$ cat src/rtl/bcd_pkg.sv
// ============================================================================
// bcd_pkg : shared types/constants for the binary-to-BCD converter
// Rev 1.0
// ============================================================================
`default_nettype none

package bcd_pkg;

  localparam int BCD_DIGIT_W = 4;

  // Double-dabble correction: a digit >= 5 becomes digit + 3 before the shift
  localparam logic [BCD_DIGIT_W-1:0] BCD_ADJ_MIN = 4'd5;
  localparam logic [BCD_DIGIT_W-1:0] BCD_ADD3    = 4'd3;

  typedef enum logic [1:0] {
    IDLE = 2'd0,
    OP   = 2'd1,
    DONE = 2'd2
  } state_e;

endpackage

`default_nettype wire

$ cat src/rtl/bcd_digit_adjust.sv
// ============================================================================
// bcd_digit_adjust : combinational add-3 correction for one BCD digit
// Rev 1.0
// ============================================================================
`default_nettype none

module bcd_digit_adjust
  import bcd_pkg::*;
(
  input  logic [BCD_DIGIT_W-1:0] digit_i,
  output logic [BCD_DIGIT_W-1:0] digit_o
);

  always_comb begin
    digit_o = (digit_i >= BCD_ADJ_MIN) ? (digit_i + BCD_ADD3) : digit_i;
  end

endmodule

`default_nettype wire

$ cat src/rtl/binary_to_bcd_converter.sv
// ============================================================================
// binary_to_bcd_converter : sequential double-dabble, start/ready/done handshake
// Rev 1.0
// ============================================================================
`default_nettype none

module binary_to_bcd_converter
  import bcd_pkg::*;
#(
  parameter int N      = 13,
  parameter int DIGITS = 4
) (
  input  logic                          clk_i,
  input  logic                          reset_i,
  input  logic                          start_i,
  input  logic [N-1:0]                  binary_i,
  output logic                          ready_o,
  output logic                          done_o,
  output logic [BCD_DIGIT_W*DIGITS-1:0] bcd_o,
  output logic                          overflow_o
);

  localparam int BCD_W = BCD_DIGIT_W * DIGITS;
  localparam int CNT_W = (N > 1) ? $clog2(N) : 1;

  state_e             state_q, state_d;
  logic [N-1:0]       shift_q, shift_d;
  logic [BCD_W-1:0]   work_q, work_d;
  logic [BCD_W-1:0]   bcd_q, bcd_d;
  logic               ovf_q, ovf_d;
  logic               overflow_q, overflow_d;
  logic [CNT_W-1:0]   count_q, count_d;

  logic [BCD_W-1:0]   adj_w;
  logic [BCD_W-1:0]   work_next_w;
  logic               ovf_next_w;

  generate
    for (genvar gi = 0; gi < DIGITS; gi++) begin : g_digit
      bcd_digit_adjust u_adj (
        .digit_i (work_q[gi*BCD_DIGIT_W +: BCD_DIGIT_W]),
        .digit_o (adj_w[gi*BCD_DIGIT_W +: BCD_DIGIT_W])
      );
    end
  endgenerate

  // Anything leaving the top digit is a decade we cannot represent
  assign work_next_w = {adj_w[BCD_W-2:0], shift_q[N-1]};
  assign ovf_next_w  = ovf_q | adj_w[BCD_W-1];

  always_ff @(posedge clk_i) begin
    if (reset_i) begin
      state_q    <= IDLE;
      shift_q    <= '0;
      work_q     <= '0;
      bcd_q      <= '0;
      ovf_q      <= 1'b0;
      overflow_q <= 1'b0;
      count_q    <= '0;
    end else begin
      state_q    <= state_d;
      shift_q    <= shift_d;
      work_q     <= work_d;
      bcd_q      <= bcd_d;
      ovf_q      <= ovf_d;
      overflow_q <= overflow_d;
      count_q    <= count_d;
    end
  end

  always_comb begin
    state_d    = state_q;
    shift_d    = shift_q;
    work_d     = work_q;
    bcd_d      = bcd_q;
    ovf_d      = ovf_q;
    overflow_d = overflow_q;
    count_d    = count_q;
    ready_o    = 1'b0;
    done_o     = 1'b0;

    case (state_q)
      IDLE: begin
        ready_o = 1'b1;
        if (start_i) begin
          shift_d = binary_i;
          work_d  = '0;
          ovf_d   = 1'b0;
          count_d = CNT_W'(N - 1);
          state_d = OP;
        end
      end
      OP: begin
        shift_d = shift_q << 1;
        work_d  = work_next_w;
        ovf_d   = ovf_next_w;
        if (count_q == '0) begin
          bcd_d      = work_next_w;
          overflow_d = ovf_next_w;
          state_d    = DONE;
        end else begin
          count_d = count_q - CNT_W'(1);
        end
      end
      DONE: begin
        done_o  = 1'b1;
        state_d = IDLE;
      end
      default: state_d = IDLE;
    endcase
  end

  assign bcd_o      = bcd_q;
  assign overflow_o = overflow_q;

endmodule

`default_nettype wire
$ cat config.mk
export PLATFORM = sky130hd
export DESIGN_NAME = binary_to_bcd_converter
export DESIGN_NICKNAME = d
export VERILOG_FILES = /design/src/rtl/bcd_pkg.sv /design/src/rtl/bcd_digit_adjust.sv /design/src/rtl/binary_to_bcd_converter.sv
export SDC_FILE = /design/constraint.sdc
export NUM_CORES = 1
export LEC_CHECK = 0
export ABC_AREA = 1
export ABC_CLOCK_PERIOD_IN_PS = 3500
export BUFFER_PORTS_ARGS = -buffer_cell sky130_fd_sc_hd__buf_2
export CAP_MARGIN = 25
export CORE_MARGIN = 2
export CORE_UTILIZATION = 31
export DETAILED_ROUTE_END_ITERATION = 16
export PLACE_DENSITY = 0.5
export SKIP_LAST_GASP = 1
export SYNTH_ARGS = -nofsm -noshare
export SYNTH_HDL_FRONTEND = slang
export SYNTH_SLANG_ARGS = --single-unit
$ cat constraint.sdc
create_clock -name clk_i -period 3.5 [get_ports clk_i]
set_clock_uncertainty 0.1 [all_clocks]
set_input_delay 0.7 -clock clk_i [delete_from_list [all_inputs] [get_ports clk_i]]
set_output_delay 0.7 -clock clk_i [all_outputs]
set_load 0.005 [all_outputs]
# [After elaboration in Yosys (flattened, before gate mapping)]
# Cells that the tools add are included.
[word_totals] out_inout_bits=19 reg_bits=53 input_bits=16
[classes] bitwise=1 n_addsub=5 n_lt_le_gt_ge=4 n_mux=18 reduce_logical=7 n_eq_ne=5
[ops] cell="$pmux W16 S2" count=1
[ops] cell="$pmux W13 S2" count=1
[ops] cell="$mux W4" count=6
[ops] cell="$add A4 B2 Y4 const B" count=4
[ops] cell="$ge A4 B3 Y1 const B" count=4
[ops] cell="$mux W16" count=1
[ops] cell="$mux W13" count=1
[ops] cell="$pmux W4 S2" count=1
[ops] cell="$ne A2 B2 Y1 const B" count=3
[ops] cell="$reduce_and A2 Y1" count=3
[ops] cell="$logic_not A4 Y1" count=1
[ops] cell="$mux W2" count=2
[ops] cell="$pmux W2 S2" count=1
[ops] cell="$sub A4 B1 Y4 const B" count=1
[ops] cell="$mux W1" count=3
[ops] cell="$reduce_and A3 Y1" count=1
[ops] cell="$eq A2 B1 Y1 const B" count=1
[ops] cell="$eq A2 B2 Y1 const B" count=1
[ops] cell="$logic_not A2 Y1" count=1
[ops] cell="$pmux W1 S2" count=1
[ops] cell="$reduce_bool A2 Y1" count=1
[ops] cell="$or A1 B1 Y1" count=1

# [Longest topological paths before layout]
# Gate-level depths: netlist (run 1).
[depth] ltp_word=4 depth_mapped=9

# [Hierarchy]
# From an unflattened synthesis (run 1), not the netlist that was laid out.
[unflattened] hier_cells=364 area_unflattened_um2=2740.1
[by_module_without_submodules] mod="binary_to_bcd_converter" n_inst=1 cells_per_inst=272 seq_area_each_um2=1061.0 area_each_um2=2199.6
[by_module_without_submodules] mod="bcd_digit_adjust" n_inst=4 cells_per_inst=23 seq_area_each_um2=0.0 area_each_um2=135.1

# [Least setup slack after synthesis (run 1)]
# No wires, ideal clock.
[synth_timing] path_type="in2reg" start="input start_i" end="register shift_q[10]" required_time_ns=3.275 path_stages=5 path_buffers=1 path_slack_ns=2.070 t_arrival_ns=1.205 cell_sequence="nand2_1 nand2_4 buf_2 o21ai_0 a31oi_1"
[synth_between] elab_chain_cells=2
[synth_rtl] item="start: declaration" line_no="binary_to_bcd_converter.sv:15" rtl="input logic start_i,"
[synth_rtl] item="$ne A2 B2 Y1 (no line)"
[synth_rtl] item="$reduce_and A2 Y1 (no line)"
[synth_rtl] item="end signal: assignment" line_no="binary_to_bcd_converter.sv:62" rtl="shift_q <= shift_d;"
[synth_rtl] item="end: declaration" line_no="binary_to_bcd_converter.sv:27" rtl="logic [N-1:0] shift_q, shift_d;"
# No other way between the ends.
# A chain may end at the register's enable or synchronous reset.

# [Final worst setup path (run 1)]
[layout_timing] start="register count_q[0]" end="register bcd_q[4], in the netlist bcd_o[4]"
[layout_between] elab_chain_cells=2
[layout_rtl] item="start: declaration" line_no="binary_to_bcd_converter.sv:32" rtl="logic [CNT_W-1:0] count_q, count_d;"
[layout_rtl] item="start signal: assignment" line_no="binary_to_bcd_converter.sv:67" rtl="count_q <= count_d;"
[layout_rtl] item="$logic_not A4 Y1" line_no="binary_to_bcd_converter.sv:97" rtl="if (count_q == '0) begin"
[layout_rtl] item="$reduce_and A2 Y1 (no line)"
[layout_rtl] item="end signal: assignment" line_no="binary_to_bcd_converter.sv:56" rtl="bcd_q <= '0;"
[layout_rtl] item="end signal: assignment" line_no="binary_to_bcd_converter.sv:64" rtl="bcd_q <= bcd_d;"
[layout_rtl] item="end: declaration" line_no="binary_to_bcd_converter.sv:29" rtl="logic [BCD_W-1:0] bcd_q, bcd_d;"
# No other way between the ends.

==> impl_metrics.toml, run 1 <==
[clocking]
clk_pin_slew_ps = 100
cts_tree = "yes"
post_cts_buffers = 0
clk_latency_ps = 300
ctsHoldBuffers = 0
cts_buffer_depth = 2
cts_sinks = 53
cts_max_level = 2
cts_buffers = 5
cts_resized = 0
root_buffer = "clkbuf_8"

[floorplan]
die_w_um = 93.7
dieArea_um2 = 8790
die_h_um = 93.7
core_region_area_um2 = 7770
initial_core_util_pct = 32.1
rows = 32
num_io_pins = 35

[final_layout]
antenna_cells = 0
fillers = 863
final_cell_area_um2 = 2850
final_util_pct = 36.6
nNetsFinal = 400
layout_commonest_cell = "nand2_1"
syn_to_final_growth_pct = 14.0
final_cell_mix = "95 x nand2_1, 53 x dfxtp_1, 35 x inv_1, 34 x buf_2, 26 x o21ai_0"
layout-drive-gt1-share_pct = 14.4

[routing]
first_pass_iters = 4
wl_um = 5610
vias = 2228
drc = 0
avgRoutedWirePerCell_um = 11.7
vias_per_cell = 4.66
dr.first_iter.drc_count = 100
antenna_left = 0

[power]
power.density_nw_per_um2 = 492
pwr-share-comb_pct = 16.5
p_int_mw = 1.02
p_leak_nw = 1.29
p_switching_mw = 0.378
power_frac_seq_pct = 48.9
clock_power_share_pct = 34.6
switching_share_pct = 27.0
vdd_ir_drop_max_v = 0.000162

[timing]
tightestPinTransition_ps = 488
grt_setup_unrepaired = "false"
hold_viol = 0
drv_slew = 0
max_freq_mhz = 571
setup_tns_ps = 0
min_period_over_period_pct = 50.0
maxSlewHeadroom_pct = 67.4
setup_viol_count_final = 0
final.min_clock_period_ps = 1750

[synthesis]
syn_nets = 372
synth_area_um2 = 2500
syn_area_per_cell_um2 = 7.19
yosysUniqueCellTypes = 25
yosys_warnings = 0
ys_ff_latch = 53
ys_seq_area_share_pct = 42.5
syn-instance-count = 347

[global_routing]
grt_overflow_total = 0
grt_max_degree = 35
grt_use_total_pct = 13.4
antenna_found_initial = 0
grt_pass1_wl_um = 9520
grt_pass1_vias = 2076

[place]
place_hpwl_um = 3840
place_area_um2 = 2710
gp_congestion = 0.794
io_buffer_count = 34

[setup_path]
required_ps = 3660
cp-end-kind = "register"
r2r_slack_ps = 1750
critPathLaunchType = "register"
arrival_ps = 1910
crit_fanout = 34
setup.worst_path.class = "reg2reg"

[hold_path]
holdCritPathClass = "reg2reg"

[outcome]
status = "finished, final reports clean"

[flow_run]
drv_cap = 0
[final timing paths]
path	from	end	cells after the start
min reg2reg	work_q[5]	work_q[5]	2
max reg2reg	count_q[0]	bcd_o[4]	8
max	count_q[0]	bcd_o[4]	8
min	work_q[5]	work_q[5]	2
[state kept, by name, indices dropped and copies added, names as in the netlist]
register    flops
bcd_o          16
count_q         4
overflow_o      1
ovf_q           1
shift_q        13
state_q         2
work_q         16
[per-stage QoR]
step	hold slack, ps	power, mW	instances	setup slack, ps
final	365	1.40	478	1750
after detailed placement	345	0.931	470	1600
after floorplan	326	0.864	347	2070
after global placement	344	0.928	470	1670
after global routing	397	1.48	478	1570
after CTS	367	1.42	478	1720
[per-layer routing]
layer	wire (um)	track usage [%]	up-vias
met5	0	0	-
li1	-	-	1190
met1	2880	18.0	997
met2	2470	21.8	34
met3	192	2.57	7
met4	69	3.99	0
[area by class of cell]
cell class	instances	area (um^2)	area share [%]
repair buffers	34	170	5.98
well taps	102	128	4.49
inverters	39	146	5.15
clock buffers	5	68.8	2.42
flip-flops and latches	53	1060	37.3
clock inverters	3	65.1	2.29
multi-input cells	242	1210	42.4
[power by group through the flow]
| stage | clock network [mW] | logic, mW | registers (mW) |
|---|---|---|---|
| floorplan | 0 | 0.169 | 0.694 |
| global placement | 0 | 0.231 | 0.697 |
| detailed placement | 0 | 0.234 | 0.697 |
| CTS | 0.502 | 0.235 | 0.684 |
| global route | 0.525 | 0.260 | 0.692 |
| finish | 0.484 | 0.231 | 0.684 |
[cell usage after synthesis]
cell type | instances | area, um^2
clkbuf_2 | 1 | 5.00
o21a_1 | 1 | 7.51
or2_2 | 1 | 6.26
nand2_1 | 95 | 357
buf_2 | 5 | 25.0
ha_1 | 9 | 113
a21oi_1 | 24 | 120
nor2_1 | 17 | 63.8
o21ai_0 | 26 | 130
nand2_2 | 1 | 6.26
nand3_1 | 25 | 125
o22ai_1 | 2 | 12.5
a31oi_1 | 12 | 75.1
nand3_2 | 1 | 10.0
nor3_1 | 1 | 5.00
buf_4 | 3 | 22.5
inv_1 | 35 | 131
buf_6 | 2 | 22.5
nor2_4 | 2 | 22.5
clkbuf_1 | 2 | 7.51
dfxtp_1 | 53 | 1060
nor2_8 | 1 | 20.0
nand2_4 | 2 | 22.5
inv_2 | 4 | 15.0
o21ai_1 | 22 | 110
[critical path, cell delays in order, from the launching register on]
cell     delay [ps]
dfxtp_1         320
inv_1           110
ha_1            210
nand3_2         180
nor2_8          430
nor2_1          110
nor2_1          100
nand2_1          70
inv_1            60
[cell families (layout without fill, tap and decap cells)]
group,Yosys count,in the layout,synth area share [%]
AOI/OAI and AO/OA,87,87,18.2
buffers and inverters,52,81,9.17
DFF,53,53,42.5
adders and majority gates,9,9,4.51
and+or+nand+nor,146,146,25.6
(Power assumes the default switching activity.)
==> run 2, diff against run 1 <==
--- a/config.mk
+++ b/config.mk
@@ -6,13 +6,13 @@
 export NUM_CORES = 1
 export LEC_CHECK = 0
 export ABC_AREA = 1
-export ABC_CLOCK_PERIOD_IN_PS = 3500
+export ABC_CLOCK_PERIOD_IN_PS = 1450
 export BUFFER_PORTS_ARGS = -buffer_cell sky130_fd_sc_hd__buf_2
 export CAP_MARGIN = 25
 export CORE_MARGIN = 2
 export CORE_UTILIZATION = 31
 export DETAILED_ROUTE_END_ITERATION = 16
-export PLACE_DENSITY = 0.5
+export PLACE_DENSITY = 0.52
 export SKIP_LAST_GASP = 1
 export SYNTH_ARGS = -nofsm -noshare
 export SYNTH_HDL_FRONTEND = slang
==> constraint.sdc (replaced) <==
create_clock -name clk_i -period 1.45 [get_ports clk_i]
set_clock_uncertainty 0.1 [all_clocks]
set_input_delay 0.29 -clock clk_i [delete_from_list [all_inputs] [get_ports clk_i]]
set_output_delay 0.29 -clock clk_i [all_outputs]
set_load 0.005 [all_outputs]
==> run 2 against run 1 <==
Effect of this change:
- maximum frequency rose by 22%
- sequential cell count did not move
- clock-buffer cell count grew 2
- routed wire length up 6.8%
- non-clock buffer count grew 26
- sequential power grew 140%
- critical path type unchanged
- clock power rose by 73%
- critical endpoint is now bcd_o[10]
- largest cell class unchanged
- first-iteration DRC count is 5.0% higher
- register-to-register slack worse by 1700 ps
- design area increased by 11%
- setup slack lost 1700 ps
==> impl_metrics.toml, run 2 (same netlist as run 1, synthesis figures left out) <==
[final_layout]
finalNonFillerCells = 504
layout_commonest_cell = "nand2_1"
nNetsFinal = 426
final_cell_mix = "95 x nand2_1, 48 x dfxtp_1, 34 x buf_2, 28 x inv_1, 23 x nand3_1"
antenna_cells = 0
layout-drive-gt1-share_pct = 27.4
syn_to_final_growth_pct = 26.9

[clocking]
root_buffer = "clkbuf_8"
cts_buffer_depth = 2
clk_latency_ps = 310
cts_buffers = 5
cts_max_level = 2
cts_sinks = 53
clk_pin_slew_ps = 100
cts_tree = "yes"

[place]
place_hpwl_um = 4220
gp_congestion = 0.872
placedCellCount = 493
io_buffer_count = 34
pre_cts_ws_ps = -26.4

[routing]
vias = 2333
dr.first_iter.drc_count = 105
wl_um = 5990
antenna_left = 0
avgRoutedWirePerCell_um = 11.9
first_pass_iters = 4
vias_per_cell = 4.63
drc = 0

[power]
p_switching_mw = 0.967
p_int_mw = 2.26
switching_share_pct = 29.9
power.density_nw_per_um2 = 1020
power_frac_seq_pct = 51.2
clock_power_share_pct = 25.8
pwr-share-comb_pct = 23.0
p_leak_nw = 1.42
vdd_ir_drop_max_v = 0.000425

[timing]
min_period_over_period_pct = 98.7
tightestPinTransition_ps = 298
setup_slack_ps = 18.2
grt_setup_unrepaired = "true"
maxSlewHeadroom_pct = 79.9
setup_viol_count_final = 0
max_freq_mhz = 698
drv_slew = 0
final.min_clock_period_ps = 1430
hold_viol = 0

[global_routing]
grt_pass1_vias = 2130
grt_pass1_wl_um = 9830
grt_use_total_pct = 14.0
grt_max_degree = 26
grt_overflow_total = 0
antenna_found_initial = 0

[setup_path]
path_cells = "inv_2, ha_4, nand3_4, nor2_8, clkbuf_16, o21ai_1, a21oi_1"
r2r_slack_ps = 20
reg2reg_depth = 7
arrival_ps = 1570
max_stage_delay_ps = 340
cp-end-kind = "register"
r2r_end = "bcd_o[10]"
crit_fanout = 12
slowest_stage = "dfxtp_2"
required_ps = 1590
worstReg2RegStart = "count_q[1]"
setup.worst_path.class = "reg2reg"
critical_path.top_delay_family = "flip-flops"
critPathBufInv = 2
critPathLaunchType = "register"

[hold_path]
holdCritPathClass = "in2reg"
min_from = "binary_i[0]"
hold_path_depth = 3
min_to = "shift_q[0]"

[floorplan]
initial_core_util_pct = 32.1
dieArea_um2 = 8790
core_region_area_um2 = 7770
rows = 32
num_io_pins = 35
die_h_um = 93.7
die_w_um = 93.7

[flow_run]
drv_cap = 0

[outcome]
status = "finished, final reports clean"
## run 2: final cells by class
type                    instances  area [um^2]
fillers                       812         4600
well taps                     102          128
clock inverters                 1         7.51
clock buffers                   7         76.3
repair buffers                 60          429
multi-input cells             242         1310
flip-flops and latches         53         1070
inverters                      39          146
## run 2: how the worst max path moves through the flow
stage | slack (ps) | startpoint | cells past startpoint | endpoint
after global routing | -60 | count_q[1] | 7 | bcd_o[5]
after global placement | -40 | work_q[4] | 8 | bcd_o[6]
final | 20 | count_q[1] | 7 | bcd_o[10]
after CTS | 3 | count_q[0] | 7 | count_q[2]
after floorplan | 50 | count_q[0] | 8 | overflow_o
after detailed placement | -30 | work_q[5] | 8 | bcd_o[6]
## run 2: tightest hold or removal path, cell delays in order
cell and delay [ps]:
buf_2 100, nand2_1 60, o21ai_1 50
## run 2: stage by stage
step | TNS (ps) | hold slack [ps] | cell area (um^2) | power, mW | util, %
2_1_floorplan | 0 | 326 | 2500 | 2.09 | -
3_3_place_gp | -85.1 | 339 | 2910 | 2.33 | 37.5
3_5_place_dp | -115 | 346 | 2910 | 2.33 | 37.5
4_1_cts | 0 | 119 | 2990 | 3.18 | 38.5
5_1_grt | -560 | 118 | 3170 | 3.42 | 40.8
6_report | 0 | 127 | 3170 | 3.23 | 40.8
## run 2: power groups by stage
stage               clock (mW)  combinational (mW)  sequential [mW]
CTS                      0.876               0.653             1.65
floorplan                    0               0.409             1.68
global placement             0               0.645             1.68
global route             0.921               0.832             1.67
finish                   0.835               0.742             1.66
detailed placement           0               0.651             1.68
## run 2: layer usage
| metal | vias up | track usage, % | routed length [um] |
|---|---|---|---|
| met5 | - | 0 | 0 |
| met4 | 0 | 4.11 | 53 |
| met3 | 5 | 3.93 | 252 |
| met2 | 41 | 21.3 | 2690 |
| met1 | 1047 | 19.4 | 2990 |
| li1 | 1240 | - | - |
## run 2: timing repair
item	4_1_cts	5_1_grt
setup endpoints to repair	13	33
pin swaps	0	5
gates cloned	0	2
gates resized for setup	4	38
hold buffers	0	0
setup buffers	0	1
